## src/rtl/wb_rr_sched.sv

```systemverilog
// wb_rr_sched: four-master round-robin Wishbone scheduler feeding one
// downstream port. Ownership is granted for a whole cyc frame, so bursts are
// never split. After each completed ownership the priority rotates.
//
// Optional build macro WB_RR_SCHED_WATCHDOG_EN adds a watchdog. If a strobe
// goes TIMEOUT cycles with no termination, the watchdog answers the owner
// with err for one cycle and latches the owner index in a sticky flag.
// Without the macro, to_flag_o and to_id_o stay 0 and to_clr_i is ignored.
module wb_rr_sched #(
    parameter int unsigned c_DATA_WIDTH = 64,
    parameter int unsigned TIMEOUT      = 256
) (
    input  logic                          clk,
    input  logic                          rst,
    input  logic [3:0]                    m_cyc_i,
    input  logic [3:0]                    m_stb_i,
    input  logic [3:0]                    m_we_i,
    input  logic [4*32-1:0]               m_adr_i,
    input  logic [4*c_DATA_WIDTH-1:0]     m_dat_i,
    input  logic [4*(c_DATA_WIDTH/8)-1:0] m_sel_i,
    input  logic [4*3-1:0]                m_cti_i,
    output logic [c_DATA_WIDTH-1:0]       m_dat_o,
    output logic [3:0]                    m_ack_o,
    output logic [3:0]                    m_err_o,
    output logic [3:0]                    m_rty_o,
    output logic                          s_cyc_o,
    output logic                          s_stb_o,
    output logic                          s_we_o,
    output logic [31:0]                   s_adr_o,
    output logic [c_DATA_WIDTH-1:0]       s_dat_o,
    output logic [c_DATA_WIDTH/8-1:0]     s_sel_o,
    output logic [2:0]                    s_cti_o,
    input  logic [c_DATA_WIDTH-1:0]       s_dat_i,
    input  logic                          s_ack_i,
    input  logic                          s_err_i,
    input  logic                          s_rty_i,
    output logic [3:0]                    gnt_o,
    output logic                          to_flag_o,
    output logic [1:0]                    to_id_o,
    input  logic                          to_clr_i
);

    localparam int unsigned SEL_W = c_DATA_WIDTH / 8;
    localparam int unsigned NUM_M = 4;

    localparam logic [0:0] IDLE = 1'b0;
    localparam logic [0:0] OWN  = 1'b1;

    logic [0:0] state;
    logic [0:0] state_nxt;
    logic [3:0] gnt;
    logic [3:0] gnt_nxt;
    logic [1:0] last;
    logic [1:0] last_nxt;
    logic [1:0] owner_idx;
    logic [1:0] pick;
    logic       pick_vld;
    logic       wd_fire;
    logic       term;

    assign term  = s_ack_i | s_err_i | s_rty_i;
    assign gnt_o = gnt;

    // Encode the one-hot grant into the owner index.
    always_comb begin
        owner_idx = 2'd0;
        for (int i = 0; i < NUM_M; i++) begin
            if (gnt[i]) begin
                owner_idx = 2'(i);
            end
        end
    end

    // Round-robin search: last+1, last+2, last+3, then last itself.
    // Walking the offsets from highest to lowest leaves the nearest hit.
    always_comb begin
        pick     = last;
        pick_vld = 1'b0;
        for (int k = NUM_M; k >= 1; k--) begin
            if (m_cyc_i[last + 2'(k)]) begin
                pick     = last + 2'(k);
                pick_vld = 1'b1;
            end
        end
    end

    // Scheduler state, grant and rotation pointer.
    always_ff @(posedge clk) begin
        if (rst) begin
            state <= IDLE;
            gnt   <= 4'd0;
            last  <= 2'd3;
        end else begin
            state <= state_nxt;
            gnt   <= gnt_nxt;
            last  <= last_nxt;
        end
    end

    // Next state: grant from IDLE. Hold the grant until the owner drops cyc.
    always_comb begin
        state_nxt = state;
        gnt_nxt   = gnt;
        last_nxt  = last;
        case (state)
            IDLE: begin
                if (pick_vld) begin
                    state_nxt = OWN;
                    gnt_nxt   = 4'd1 << pick;
                end else begin
                    gnt_nxt   = 4'd0;
                end
            end
            OWN: begin
                if (!m_cyc_i[owner_idx]) begin
                    state_nxt = IDLE;
                    gnt_nxt   = 4'd0;
                    last_nxt  = owner_idx;
                end
            end
            default: begin
                state_nxt = IDLE;
                gnt_nxt   = 4'd0;
            end
        endcase
    end

    // Downstream mux and termination routing, both keyed off the registered grant.
    // A watchdog fire masks the downstream strobe and answers the owner with err.
    always_comb begin
        s_cyc_o = 1'b0;
        s_stb_o = 1'b0;
        s_we_o  = 1'b0;
        s_adr_o = 32'd0;
        s_dat_o = '0;
        s_sel_o = '0;
        s_cti_o = 3'd0;
        m_ack_o = 4'd0;
        m_err_o = 4'd0;
        m_rty_o = 4'd0;
        for (int i = 0; i < NUM_M; i++) begin
            if (gnt[i]) begin
                s_cyc_o    = m_cyc_i[i] & ~wd_fire;
                s_stb_o    = m_cyc_i[i] & m_stb_i[i] & ~wd_fire;
                s_we_o     = m_we_i[i];
                s_adr_o    = m_adr_i[32*i +: 32];
                s_dat_o    = m_dat_i[c_DATA_WIDTH*i +: c_DATA_WIDTH];
                s_sel_o    = m_sel_i[SEL_W*i +: SEL_W];
                s_cti_o    = m_cti_i[3*i +: 3];
                m_ack_o[i] = s_ack_i & ~wd_fire;
                m_err_o[i] = s_err_i | wd_fire;
                m_rty_o[i] = s_rty_i & ~wd_fire;
            end
        end
    end

    assign m_dat_o = s_dat_i;

`ifdef WB_RR_SCHED_WATCHDOG_EN
    localparam int unsigned CNT_W = $clog2(TIMEOUT + 1);

    logic [CNT_W-1:0] wd_cnt;
    logic             to_flag;
    logic [1:0]       to_id;

    // Watchdog: count stalled strobe cycles. When the count reaches TIMEOUT,
    // raise a one-cycle fire, then record it in the sticky flag. A fire
    // outranks a clear arriving in the same cycle.
    always_ff @(posedge clk) begin
        if (rst) begin
            wd_cnt  <= '0;
            wd_fire <= 1'b0;
            to_flag <= 1'b0;
            to_id   <= 2'd0;
        end else begin
            wd_fire <= 1'b0;
            if ((state == OWN) && s_stb_o && !term) begin
                wd_cnt <= wd_cnt + CNT_W'(1);
                if (wd_cnt == CNT_W'(TIMEOUT - 1)) begin
                    wd_fire <= 1'b1;
                end
            end else begin
                wd_cnt <= '0;
            end
            if (wd_fire) begin
                to_flag <= 1'b1;
                to_id   <= owner_idx;
            end else if (to_clr_i) begin
                to_flag <= 1'b0;
            end
        end
    end

    assign to_flag_o = to_flag;
    assign to_id_o   = to_id;
`else
    logic [31:0] unused_sink;

    assign wd_fire     = 1'b0;
    assign to_flag_o   = 1'b0;
    assign to_id_o     = 2'd0;
    assign unused_sink = 32'(TIMEOUT) ^ {31'd0, to_clr_i};
`endif

endmodule

```

## config.mk

```make
export PLATFORM = sky130hd
export DESIGN_NAME = wb_rr_sched
export DESIGN_NICKNAME = d
export VERILOG_FILES = /design/src/rtl/wb_rr_sched.sv
export SDC_FILE = /design/constraint.sdc
export NUM_CORES = 1
export LEC_CHECK = 0
export ABC_CLOCK_PERIOD_IN_PS = 3400
export CELL_PAD_IN_SITES_DETAIL_PLACEMENT = 2
export CELL_PAD_IN_SITES_GLOBAL_PLACEMENT = 2
export CORE_AREA = 2 2 270 272
export DETAILED_ROUTE_END_ITERATION = 8
export DIE_AREA = 0 0 272 274
export PLACE_DENSITY = 0.71
export SLEW_MARGIN = 15
export SYNTH_ARGS = -nofsm -noshare
export SYNTH_HDL_FRONTEND = slang
export SYNTH_SLANG_ARGS = --single-unit
```

## constraint.sdc

```tcl
create_clock -name clk -period 3.4 [get_ports clk]
set_input_delay 0.68 -clock clk [delete_from_list [all_inputs] [get_ports clk]]
set_output_delay 0.68 -clock clk [all_outputs]
set_load 0.01 [all_outputs]
```

# Word level (Yosys, flattened, before mapping)
# Index checks and enable logic that the tools add are counted.
# Widths: inputs -> output; s select.
[totals]
register_bits = 7
latchBits = 0
ram_bits = 0
mem_bits_ro = 0
out_inout_bits = 193
wordCells = 86
mem_count = 0
[op_classes]
addsub = 3
multipliers = 0
div = 0
order_cmp = 5
eq_ne = 1
shifts = 1
n_mux = 66
bitwise = 6
n_reduce_logical = 1
[op_table]
columns = ["cell", "count"]
rows = [
  ["$mux 64", 4],
  ["$mux 32", 4],
  ["$mux 1", 36],
  ["$mux 8", 4],
  ["$lt 2x3->1 const B", 5],
  ["$mux 3", 4],
  ["$bmux 1 s2", 5],
  ["$mux 2", 5],
  ["$mux 4", 2],
  ["$pmux 4 s2", 1],
  ["$add 2x2->2 const B", 2],
  ["$and 1x1->1", 4],
  ["$shl 1x2->4 const A", 1],
  ["$add 2x1->2 const B", 1],
  ["$ne 2x2->1 const B", 1],
  ["$not 1->1", 2],
  ["$pmux 1 s2", 1],
  ["$reduce_and 2->1", 1],
]

# Longest topological paths before layout
# Gate-level depths: netlist of run 1.
[logic_depth]
depth_word = 9
mapped_depth = 8
mapped_depth_nobuf = 4

# Least setup slack after synthesis of run 1
# Ideal clock, no wire load.
[synth_path]
kind = "register to output"
from = "register gnt[2] (netlist: gnt_o[2])"
to = "output port s_adr_o[12]"
t_arrival_ns = 1.489
slack_ns = 1.231
path_stages_with_launch = 8
path_cell_list = "dfxtp_1 > buf_2 > nor2b_1 > buf_2 > buf_2 > buf_2 > a22oi_1 > o21ai_0"
[synth_between]
elab_chain_len = 2
[synth_lines]
columns = ["item", "line_no", "text"]
rows = [
  ["start, declared", "51", "logic [3:0] gnt;"],
  ["start signal, assigned", "95", "gnt <= gnt_nxt;"],
  ["$mux 32 (2 in series)", "142", "if (gnt[i]) begin"],
  ["end, declared", "29", "output logic [31:0] s_adr_o,"],
]
# No other way between the ends.

# Worst setup path in the final report of run 1
[layout_path]
from = "register gnt[2] (netlist: gnt_o[2])"
to = "output port s_sel_o[0]"
[layout_between]
elab_chain_len = 2
[layout_lines]
columns = ["item", "line_no", "text"]
rows = [
  ["$mux 8 (2 in series)", "142", ""],
  ["end, declared", "31", "output logic [c_DATA_WIDTH/8-1:0] s_sel_o,"],
]
# No other way between the ends.

==> impl_metrics.tcl, run 1 <==
set metrics [dict create \
    clkTransAtPathRegs_ns 0.04 \
    dieArea_mm2 0.07453 \
    cell_internal_pwr_mw 1.305 \
    initial_core_util_pct 4.863 \
    start_kind "register" \
    rsz0062_at_grt "false" \
    final_cell_mix "556 x clkdlybuf4s50_1, 216 x a22oi_1, 111 x o21ai_0" \
    post-route-period-util_pct 93.43 \
    hp-start "state" \
    r2r-start "gnt_o[3]" \
    die_x_um 272 \
    status "complete, no violations" \
    hold_viol_final 0 \
    area_growth_pct 187.2 \
    fin_hold_ws_ns 0.5892 \
    worst_ir_drop_vdd_v 0.0001924 \
    critPathRequiredTime_ns 2.72 \
    grt_max_degree 108 \
    synth-seq-cells 7 \
    p_seq_share_pct 4.9 \
    grt_pass1_wl_um 49180 \
    cp_max_fo 24 \
    critPathArrivalTime_ns 2.50 \
    drt-total-wl_um 37050 \
    place_congestion 0.8143 \
    gr-usage-all-layers_pct 8.954 \
    cts_max_level 1 \
    yosysSeqAreaShare_pct 4.004 \
    cts_tree "built" \
    fin_crit_ns 3.177 \
    antenna_found_initial 10 \
    die_h_um 274 \
    hold_class "reg2reg" \
    p_sw_share_pct 39.13 \
    finalSetupTns_ns 0 \
    powerDensity_mw_per_mm2 213.2 \
    fillCellCount 8382 \
    finClkSkew_ns 0.004763 \
    layout_commonest_cell "clkdlybuf4s50_1" \
    endpoint "s_sel_o[0]" \
    place_hpwl_um 31860 \
    power_mw 2.144 \
    fmax_mhz 314.8 \
    cts_root_buf "clkbuf_16" \
    vias_per_cell 3.357 \
    end_kind "output port" \
    post_cts_resize_count 0 \
    insertion_delay_ns 0.23 \
    setup_viol_count_final 0 \
    drc 0 \
    hold_buffers 0 \
    maxCapViolCount 0 \
    cts_buffer_depth 2 \
    io_buffers 570 \
    ys_warn_count 0 \
    cp-startpoint "gnt_o[2]" \
    drv_slew 0 \
    grt_pass1_vias 7028 \
    ant_nets 0 \
    slew_headroom_pct 48.25 \
    syn_area_mm2 0.003500 \
    synth.distinct_cells 33 \
    syn_area_per_cell_um2 6.679 \
    drt_iter0_markers 213 \
    cts_buffers 3 \
    timing.rr.end "gnt_o[0]" \
    worst_pin_slew_ns 0.7763 \
    postCtsSetupBuffers 0 \
    cts_sinks 7 \
    drive_above_1_share_pct 4.444 \
    p_clk_share_pct 9.4 \
    final_nets 1501 \
    reg2reg_depth 6 \
    placementRows 99 \
    power.switching_uw 838.8 \
    core-area_mm2 0.07197 \
    vias 6546 \
    io-pin-count 703 \
    combPwrFrac_pct 85.6 \
    leakagePower_nw 2.999 \
    dr.pass1.iters 4 \
    rrSetupSlack_ns 1.41 \
    overflow 0 \
    drt-wirelength-per-cell_um 19.00 \
    worst-setup-path-type "reg2out" \
    synth_cells 524 \
]
==> stage by stage <==
stage | setup slack [ns] | cells | area (um^2) | utilization [%]
detailed placement | 0.2867 | 1945 | 9971 | 13.85
floorplan | 1.231 | 526 | 3507 | -
global placement | 0.2253 | 1945 | 9971 | 13.85
finish | 0.2235 | 1950 | 10050 | 13.97
CTS | 0.1703 | 1949 | 10050 | 13.96
global route | 0.07771 | 1950 | 10050 | 13.97
==> synth_stat cells <==
master,instances,share of area [%]
a22oi_1,216,46
o21ai_0,111,16
buf_4,68,15
clkbuf_1,37,4.0
buf_2,23,3.3
and2_1,13,2.3
a21oi_1,7,1.0
dfxtp_1,7,4.0
nor2_1,5,0.54
buf_6,3,0.97
a32o_1,2,0.57
and3b_1,2,0.50
mux2i_1,2,0.57
nand2_1,2,0.21
nand2b_1,2,0.36
nand3_1,2,0.29
nor2b_1,2,0.36
nor3_1,2,0.29
nor3b_1,2,0.43
o2bb2ai_1,2,0.50
o31ai_1,2,0.43
a31oi_1,1,0.18
conb_1,1,0.11
nand3b_1,1,0.21
nand4b_1,1,0.25
nor3b_2,1,0.36
nor4_1,1,0.18
o2111ai_1,1,0.25
o31a_1,1,0.25
or2_2,1,0.18
or2_4,1,0.25
or3_1,1,0.18
or4_1,1,0.21
==> metal layers <==
layer	track usage, %	share of wire (%)	up-vias
met3	3.555	11	70
met4	2.285	2.7	18
met5	0	0.30	-
met1	9.849	38	3055
met2	15.98	48	440
li1	-	-	2963
==> kinds of logic (layout without fill, tap and decap cells) <==
| group | count (synthesis) | after routing | synth area share (%) |
|---|---|---|---|
| AOI/OAI and AO/OA | 343 | 343 | 65.39 |
| buffers and inverters | 131 | 595 | 22.81 |
| and+or+nand+nor | 40 | 40 | 7.115 |
| DFF | 7 | 7 | 4.004 |
| muxes | 2 | 2 | 0.5721 |
| other | 1 | 4 | 0.1072 |
==> layout make-up <==
class	count	area, um^2	share of cell area, %
antenna	1	2.502	0.02489
clock buffer	4	78.83	0.7842
multi-input combinational	388	2582	25.69
sequential	7	147.6	1.469
tap	959	1200	11.94
timing repair buffer	591	6041	60.09
==> worst max-delay path: stages (launching register included) <==
cell,delay [ns]
dfxtp_4,0.35
or2_4,0.28
nor3b_4,0.31
buf_12,0.18
buf_12,0.17
a22oi_1,0.09
buf_4,0.21
o21ai_0,0.08
clkdlybuf4s50_1,0.58
==> registers in the layout, summed over array words and instances (netlist names) <==
name and cells:
gnt_o 4, state 1, last 2
==> worst min-delay path by stage <==
stage,slack [ns],depth (start not counted),endpoint
6_report,0.59,2,state
4_1_cts,0.59,2,state
3_5_place_dp,0.57,2,state
2_1_floorplan,0.52,2,last[0]
5_1_grt,0.65,2,last[0]
3_3_place_gp,0.55,2,last[0]
==> power groups by stage <==
stage	registers, mW	clock network (mW)	logic (mW)
floorplan	0.100	0	0.612
global placement	0.106	0	1.84
detailed placement	0.107	0	1.87
CTS	0.106	0.205	1.88
global route	0.108	0.211	1.97
finish	0.106	0.202	1.84
(Power assumes the default switching activity.)
==> inputs of run 2 (changes only) <==
--- a/config.mk
+++ b/config.mk
@@ -12,7 +12,6 @@
 export DETAILED_ROUTE_END_ITERATION = 8
 export DIE_AREA = 0 0 272 274
 export PLACE_DENSITY = 0.71
-export SLEW_MARGIN = 15
 export SYNTH_ARGS = -nofsm -noshare
 export SYNTH_HDL_FRONTEND = slang
 export SYNTH_SLANG_ARGS = --single-unit
==> results of run 2 <==
Same layout as run 1: the final DEF is identical, and so are final timing and power.
